[src/rtl/rgmii_tx_ms.sv]
// RGMII transmit path with 10/100/1000 rate adaptation and ODDR-ready outputs.
// Optional statistics counters are enabled by defining RGMII_TX_STATS_EN.
module rgmii_tx_ms #(
    parameter int IFG_BYTES = 12,
    parameter int CNT_W     = 16
) (
    input  logic             clk,
    input  logic             rst,
    input  logic [1:0]       speed,
    input  logic             tx_valid,
    input  logic [7:0]       tx_data,
    input  logic             tx_last,
    input  logic             tx_err,
    output logic             tx_ready,
    output logic [3:0]       phy_txd_d1,
    output logic [3:0]       phy_txd_d2,
    output logic             phy_txctl_d1,
    output logic             phy_txctl_d2,
    output logic             phy_txc_d1,
    output logic             phy_txc_d2,
    output logic             busy
`ifdef RGMII_TX_STATS_EN
    ,
    output logic [CNT_W-1:0] frame_cnt,
    output logic [CNT_W-1:0] underrun_cnt
`endif
);

    localparam int IFG_W = (IFG_BYTES > 1) ? $clog2(IFG_BYTES) : 1;

    typedef enum logic [1:0] {IDLE, DATA, UNDERRUN, IFG} state_t;

    state_t           state_reg, state_next;
    logic [1:0]       speed_reg, speed_next;
    logic [6:0]       cnt_reg, cnt_next;
    logic [IFG_W-1:0] ifg_reg, ifg_next;
    logic [7:0]       byte_reg, byte_next;
    logic             err_reg, err_next;
    logic             last_reg, last_next;
    logic             live_reg;

    logic             is_1g, is_100;
    logic [6:0]       bt_last, half;
    logic             byte_end, second_half, ifg_end;
    logic [6:0]       phase;
    logic [7:0]       out_byte;
    logic [3:0]       nib;

    assign is_1g       = speed_reg[1];
    assign is_100      = (speed_reg == 2'b01);
    assign bt_last     = is_1g ? 7'd0 : (is_100 ? 7'd9 : 7'd99);
    assign half        = is_100 ? 7'd5 : 7'd50;
    assign byte_end    = (cnt_reg == bt_last);
    assign second_half = !is_1g && (cnt_reg >= half);
    assign phase       = second_half ? (cnt_reg - half) : cnt_reg;
    assign ifg_end     = (state_reg == IFG) && byte_end && (ifg_reg == IFG_W'(IFG_BYTES - 1));

    always_comb begin
        state_next = state_reg;
        speed_next = speed_reg;
        cnt_next   = byte_end ? 7'd0 : cnt_reg + 7'd1;
        ifg_next   = ifg_reg;
        byte_next  = byte_reg;
        err_next   = err_reg;
        last_next  = last_reg;
        tx_ready   = 1'b0;
        case (state_reg)
            IDLE: begin
                tx_ready = live_reg;
                cnt_next = 7'd0;
                if (tx_valid && live_reg) begin
                    state_next = DATA;
                    speed_next = speed;
                    byte_next  = tx_data;
                    err_next   = tx_err;
                    last_next  = tx_last;
                end
            end
            DATA: begin
                tx_ready = byte_end && !last_reg;
                if (byte_end) begin
                    if (last_reg) begin
                        state_next = IFG;
                        ifg_next   = '0;
                    end else if (tx_valid) begin
                        byte_next = tx_data;
                        err_next  = tx_err;
                        last_next = tx_last;
                    end else begin
                        state_next = UNDERRUN;
                    end
                end
            end
            UNDERRUN: begin
                if (byte_end) begin
                    state_next = IFG;
                    ifg_next   = '0;
                end
            end
            IFG: begin
                if (byte_end) ifg_next = ifg_reg + 1'b1;
                // Ready in the final gap cycle so back-to-back frames keep exactly IFG_BYTES idle bytes.
                if (ifg_end) begin
                    tx_ready   = 1'b1;
                    state_next = IDLE;
                    if (tx_valid) begin
                        state_next = DATA;
                        speed_next = speed;
                        byte_next  = tx_data;
                        err_next   = tx_err;
                        last_next  = tx_last;
                        cnt_next   = 7'd0;
                    end
                end
            end
            default: state_next = IDLE;
        endcase
    end

    always_ff @(posedge clk or negedge rst) begin
        if (!rst) begin
            state_reg <= IDLE;
            speed_reg <= 2'b10;
            cnt_reg   <= '0;
            ifg_reg   <= '0;
            byte_reg  <= '0;
            err_reg   <= 1'b0;
            last_reg  <= 1'b0;
            live_reg  <= 1'b0;
        end else begin
            state_reg <= state_next;
            speed_reg <= speed_next;
            cnt_reg   <= cnt_next;
            ifg_reg   <= ifg_next;
            byte_reg  <= byte_next;
            err_reg   <= err_next;
            last_reg  <= last_next;
            live_reg  <= 1'b1;
        end
    end

    assign out_byte = (state_reg == DATA) ? byte_reg : 8'h00;
    assign nib      = second_half ? out_byte[7:4] : out_byte[3:0];

    always_comb begin
        phy_txd_d1   = is_1g ? out_byte[3:0] : nib;
        phy_txd_d2   = is_1g ? out_byte[7:4] : nib;
        phy_txctl_d1 = (state_reg == DATA) || (state_reg == UNDERRUN);
        phy_txctl_d2 = (state_reg == DATA) && !err_reg;
        busy         = (state_reg != IDLE);
        if (state_reg == IDLE) begin
            // Clock parked high between frames; 1G keeps the free-running pattern.
            phy_txc_d1 = live_reg;
            phy_txc_d2 = live_reg && !speed[1];
        end else if (is_1g) begin
            phy_txc_d1 = 1'b1;
            phy_txc_d2 = 1'b0;
        end else if (is_100) begin
            phy_txc_d1 = (phase < 7'd3);
            phy_txc_d2 = (phase < 7'd2);
        end else begin
            // Low half first so each nibble boundary lands on a falling txc edge.
            phy_txc_d1 = (phase >= 7'd25);
            phy_txc_d2 = (phase >= 7'd25);
        end
    end

`ifdef RGMII_TX_STATS_EN
    always_ff @(posedge clk or negedge rst) begin
        if (!rst) begin
            frame_cnt    <= '0;
            underrun_cnt <= '0;
        end else begin
            if (state_next == IFG && state_reg != IFG && frame_cnt != {CNT_W{1'b1}})
                frame_cnt <= frame_cnt + 1'b1;
            if (state_next == UNDERRUN && state_reg != UNDERRUN && underrun_cnt != {CNT_W{1'b1}})
                underrun_cnt <= underrun_cnt + 1'b1;
        end
    end
`endif

endmodule

[config.mk]
export PLATFORM = sky130hd
export DESIGN_NAME = rgmii_tx_ms
export DESIGN_NICKNAME = d
export VERILOG_FILES = /design/src/rtl/rgmii_tx_ms.sv
export SDC_FILE = /design/constraint.sdc
export NUM_CORES = 1
export LEC_CHECK = 0
export ABC_AREA = 1
export BUFFER_PORTS_ARGS = -buffer_cell sky130_fd_sc_hd__clkbuf_2
export CAP_MARGIN = 20
export CORE_ASPECT_RATIO = 1.75
export CORE_MARGIN = 1
export CORE_UTILIZATION = 58
export DETAILED_ROUTE_END_ITERATION = 6
export GPL_ROUTABILITY_DRIVEN = 0
export PLACE_DENSITY = 0.8
export SLEW_MARGIN = 20
export SYNTH_ARGS = -nofsm -noshare
export SYNTH_HDL_FRONTEND = slang
export SYNTH_SLANG_ARGS = --single-unit
[constraint.sdc]
create_clock -name clk -period 2.7 [get_ports clk]
set_input_delay 0.54 -clock clk [delete_from_list [all_inputs] [get_ports clk]]
set_output_delay 0.54 -clock clk [all_outputs]
set_load 0.02 [all_outputs]
# Word-level counts from Yosys, hierarchy flattened

Cells that the tools add are included.

Flip-flop bits (word level): 26
Word-level logic and storage cells: 108
Input port bits: 15
Output and inout port bits: 14

Muxes and demuxes: 56
Magnitude comparators: 4
Equality and inequality tests: 15
Reduce and logical (&&, ||, !) cells: 22
$add $sub $neg: 3

Operators by type and width:

| operator                                                                     | count |
|---|---|
| 8-bit two-way mux                                                            | 6 |
| 7-bit two-way mux                                                            | 6 |
| 4-bit two-way mux                                                            | 7 |
| 8-bit one-hot mux with 3 select lines                                        | 1 |
| 5-bit AND reduction                                                          | 4 |
| 1-bit two-way mux                                                            | 19 |
| 2-bit two-way mux                                                            | 9 |
| 2-bit inequality test, second input constant                                 | 8 |
| 7-bit by 2-bit less-than comparator with 1-bit output, second input constant | 2 |
| 7-bit one-hot mux with 2 select lines                                        | 1 |
| 4-bit one-hot mux with 3 select lines                                        | 1 |
| 1-bit one-hot mux with 3 select lines                                        | 3 |
| 2-bit one-hot mux with 4 select lines                                        | 1 |
| 7-bit by 1-bit adder with 7-bit output, second input constant                | 1 |
| 7-bit equality test                                                          | 1 |
| 7-bit by 5-bit >= comparator with 1-bit output, second input constant        | 1 |
| 7-bit by 6-bit >= comparator with 1-bit output                               | 1 |
| 1-bit logical AND                                                            | 7 |
| 7-bit by 6-bit subtractor with 7-bit output                                  | 1 |
| 6-bit two-way mux                                                            | 1 |
| 3-bit nonzero test                                                           | 2 |
| 4-bit by 1-bit adder with 4-bit output, second input constant                | 1 |
| 2-bit by 1-bit equality test with 1-bit output, second input constant        | 2 |
| 2-bit equality test, second input constant                                   | 2 |
| 8 further kinds                                                              | 12 |

# Logic depth before layout (Yosys ltp)

Word-level depth: 9
Depth in mapped cells: 21
Depth with buffers taken out: 21

# Worst setup path before layout

Ideal clock, no wire load.

Path kind: reg2out
From: register speed_reg[0]
To: output port phy_txd_d2[0]
Buffers on the path: 2
Arrival: 2.211 ns
Cell stages (with the launch flop): 15
Slack: -0.051 ns
Path through: dfrtp_1 -> buf_6 -> nand2_4 -> ha_1 -> inv_1 -> a21oi_1 -> nand2_2 -> nand2_2 -> nand2_2 -> nand2_4 -> nand2_4 -> buf_6 -> o21ai_1 -> nand2_1 -> o21ai_0

Longest elaborated chain between the ends: 6

Ends and longest elaborated chain:

| what                                           | RTL line | text |
|---|---|---|
| start: declaration                             | 34       | `logic [1:0] speed_reg, speed_next;` |
| start signal: assignment                       | 132      | `speed_reg <= speed_next;` |
| 2-bit by 1-bit equality test with 1-bit output | 50       | `assign is_100 = (speed_reg == 2'b01);` |
| 6-bit two-way mux                              | 52       | `assign half = is_100 ? 7'd5 : 7'd50;` |
| 7-bit by 6-bit >= comparator with 1-bit output | 54       | `assign second_half = !is_1g && (cnt_reg >= half);` |
| 1-bit logical AND                              | 54       |  |
| 4-bit two-way mux                              | 143      | `assign nib = second_half ? out_byte[7:4] : out_byte[3:0];` |
| 4-bit two-way mux                              | 147      | `phy_txd_d2 = is_1g ? out_byte[7:4] : nib;` |
| end: declaration                               | 16       | `output logic [3:0] phy_txd_d2,` |

No other way between the ends.

# Final worst setup path

From: register speed_reg[1]
To: output port phy_txc_d1

Longest elaborated chain between the ends: 9
Elaborated cells on any way between the ends: 12
Those cells by class: add/sub: 1; order compare: 3; eq/ne: 1; mux: 5; reduce/logical: 2

Ends and longest elaborated chain:

| what                                                                                                                    | RTL line | text |
|---|---|---|
| 2-bit by 1-bit equality test with 1-bit output                                                                          | 50       |  |
| 6-bit two-way mux                                                                                                       | 52       |  |
| 7-bit by 6-bit >= comparator with 1-bit output                                                                          | 54       |  |
| 1-bit logical AND                                                                                                       | 54       |  |
| 7-bit two-way mux                                                                                                       | 55       | `assign phase = second_half ? (cnt_reg - half) : cnt_reg;` |
| 7-bit by 5-bit >= comparator with 1-bit output or 7-bit by 2-bit less-than comparator with 1-bit output (tied branches) | 163, 159 |  |
| 1-bit two-way mux                                                                                                       | 158      | `end else if (is_100) begin` |
| 1-bit two-way mux *                                                                                                     | 155      | `end else if (is_1g) begin` |
| 1-bit two-way mux *                                                                                                     | 151      | `if (state_reg == IDLE) begin` |
| end: declaration                                                                                                        | 19       | `output logic phy_txc_d1,` |

Every way passes the cells marked *; elsewhere a longest branch is shown, timed or not.

==> results.toml <==
[route]
drcViolationCount = 0
vias = 2372
drtIter0Drc = 120
drt_wl_total_mm = 6.97
vias_per_cell = 5.89
antenna_left = 0
firstDrtPassIters = 4
post_drt_wl_per_cell_um = 17.3

[power]
ir_worst_vdd_uv = 323
power_w = 0.000638
p_leak_nw = 1.48
p_per_area_nw_per_um2 = 222

[floorplan]
start_util_pct = 61.6
core_um2 = 3400
die_w_um = 47.4
rows = 28
die_area_um2 = 3860
die_h_um = 81.5
ios = 29

[outcome]
violations = "setup timing"
outcome = "complete, but fails checks"

[finish]
fin_nets = 383
nFillCells = 210
area_delta_synth_final_pct = 37.6
largest_reg_flops = 8
multi_input_area_um2 = 1440
regArea_um2 = 652
drive_above_1_share_pct = 41.6
finalNonFillerCells = 403
diodes = 0

[critical_path]
path_buf_inv = 3
crit_chain = "inv_2 > nand2_4 > buf_4 > nand2_1 > nand3_2 > nor2_4 > nand2_4 > nand2_8 > nand2_8 > nand2_1 > nand2_2 > nor2_4 > nand2_2 > nand2_2 > nand3_2 > nand2_2 > nand2_4 > buf_8"
setup.worst_path.start_class = "flop"
path_common_cell = "nand2_2"
cp.required_ns = 2.16
worst_setup_path_end_kind = "output port"
cp_top_family = "simple AND/OR/NAND/NOR gates"
cp.arrival_ns = 2.63
max_stage_delay_ns = 0.38
worstPathMaxFanout = 8
cp_slowest_cell = "dfstp_2"
critical_path_class = "flop to output port"

[synthesis]
synthesis.nets = 320
synth.cell_area_um2 = 2090
ys_types = 38
ys_seq_area_share_pct = 31.2
netlist_instances = 296
avgSynthCellArea_um2 = 7.07
yosysWarnings = 0
synth_seq_cells = 26

[clock_network]
cts.clk_slew.worst_paths_ns = 0.08
clk_latency_ns = 0.27
cts_buffer_depth = 2
cts_buffers = 3
cts_max_level = 1
numClockSinks = 26
cts_tree = "built"
root_buffer = "clkbuf_8"

[flow_run]
drv_cap = 0

[place]
dp.cells = 389
portBuffers = 28
dp_hpwl_mm = 4.35

[timing]
tightest_slew_ns = 0.678
whs_ns = 0.295
skew_ns = 0.00601
setup_viol = 11
rsz0062_at_grt = "true"
final.period_utilization_pct = 117
max_slew_margin_pct = 54.8
min_period_ns = 3.17
hold_viol = 0
report.final.slew_viol_count = 0
timing.final.ws_setup_ns = -0.466
fmax_mhz = 316

[global_route]
grt_pass1_wl_mm = 9.78
grt_max_degree = 27
antenna_found_initial = 0
track_usage_pct = 35.5
grt_pass1_vias = 2192
overflow = 0

[min_path]
hp-class = "input port to async pin"
## cell families after synthesis
group,Yosys count,share of synthesized area (%)
AO/OA/AOI/OAI,53,16.7
flip-flops,26,31.2
other,1,0.179
buffers and inverters,52,10.6
XOR/XNOR,3,1.26
adder cells (fa/ha/maj),9,5.38
AND/OR/NAND/NOR,152,34.7
## per-stage QoR
| step | area [µm²] | utilization [%] | TNS (ns) | setup WS [ns] |
|---|---|---|---|---|
| 2_1_floorplan | 2090 | - | -0.199 | -0.0513 |
| 6_report | 2880 | 84.7 | -3.52 | -0.466 |
| 5_1_grt | 2880 | 84.7 | -5.42 | -0.690 |
| 4_1_cts | 2610 | 76.9 | -2.58 | -0.334 |
| 3_3_place_gp | 2440 | 71.7 | -0.208 | -0.106 |
| 3_5_place_dp | 2440 | 71.7 | -0.260 | -0.127 |
## synth_stat cells (all sizes together)
cell type,instances,area [µm²]
a2111oi,2,17.5
a211oi,1,7.51
a21oi,15,75.1
a31oi,1,12.5
and2,1,6.26
and3,1,6.26
buf,5,46.3
clkbuf,2,7.51
conb,1,3.75
dfrtp,25,626
dfstp,1,26.3
ha,9,113
inv,45,169
nand2,85,359
nand3,30,173
nand3b,2,15.0
nand4,4,25.0
nor2,22,100
nor3,6,35.0
nor4,1,6.26
o2111ai,2,35.0
o211ai,2,15.0
o21a,1,7.51
o21ai,29,179
xor2,3,26.3
## per-layer routing
layer	track usage [%]	up-vias	part of all wire [%]
met2	58.6	140	54
met4	24.6	0	7.6
met3	12.5	54	6.9
met5	0	-	0
met1	35.0	1088	32
li1	-	1090	-
## report_power, final
| part | total, W | switching, W | internal, W |
|---|---|---|---|
| Sequential | 0.000390 | 0.000000624 | 0.000390 |
| Clock | 0.000221 | 0.000115 | 0.000105 |
| Combinational | 0.0000269 | 0.0000173 | 0.00000961 |
## placed cells by master (no fill, tap or decap), drive strengths merged, types with 2 or more instances in the layout
cell / netlist / routed
clkbuf: 2 / 24
nand2: 85 / 85
xor2: 3 / 3
o21ai: 29 / 29
o2111ai: 2 / 2
nor3: 6 / 6
nand3b: 2 / 2
nor2: 22 / 22
a21oi: 15 / 15
nand3: 30 / 30
buf: 5 / 45
ha: 9 / 9
dfrtp: 25 / 25
inv: 45 / 45
nand4: 4 / 4
a2111oi: 2 / 2
o211ai: 2 / 2
## what timing repair did
action                                  in CTS  in global routing
resized for setup                           28                 62
endpoints found under the setup margin      11                 20
pin swaps                                   17                 23
hold buffers                                 0                  0
buffers inserted                             4                  6
## path summary, 6_finish.rpt
kind	endpoint	depth (start not counted)	slack, ns	start
max in group asynchronous	cnt_reg[5]	1	1.97	rst
max	phy_txc_d1	18	-0.47	speed_reg[1]
min in group clk	byte_reg[7]	3	0.48	tx_data[7]
min	state_reg[0]	1	0.30	rst
max reg2reg	byte_reg[0]	17	0.13	speed_reg[1]
min reg2reg	byte_reg[7]	2	0.49	byte_reg[7]
## cell type report
cell class | instances | share of cell area (%)
clock buffers | 4 | 1.57
inverters | 45 | 6.04
multi-input cells | 218 | 50.2
flip-flops and latches | 26 | 22.7
well taps | 45 | 1.96
repair buffers | 65 | 17.6
Note: power is estimated with default switching activity, not from simulation.
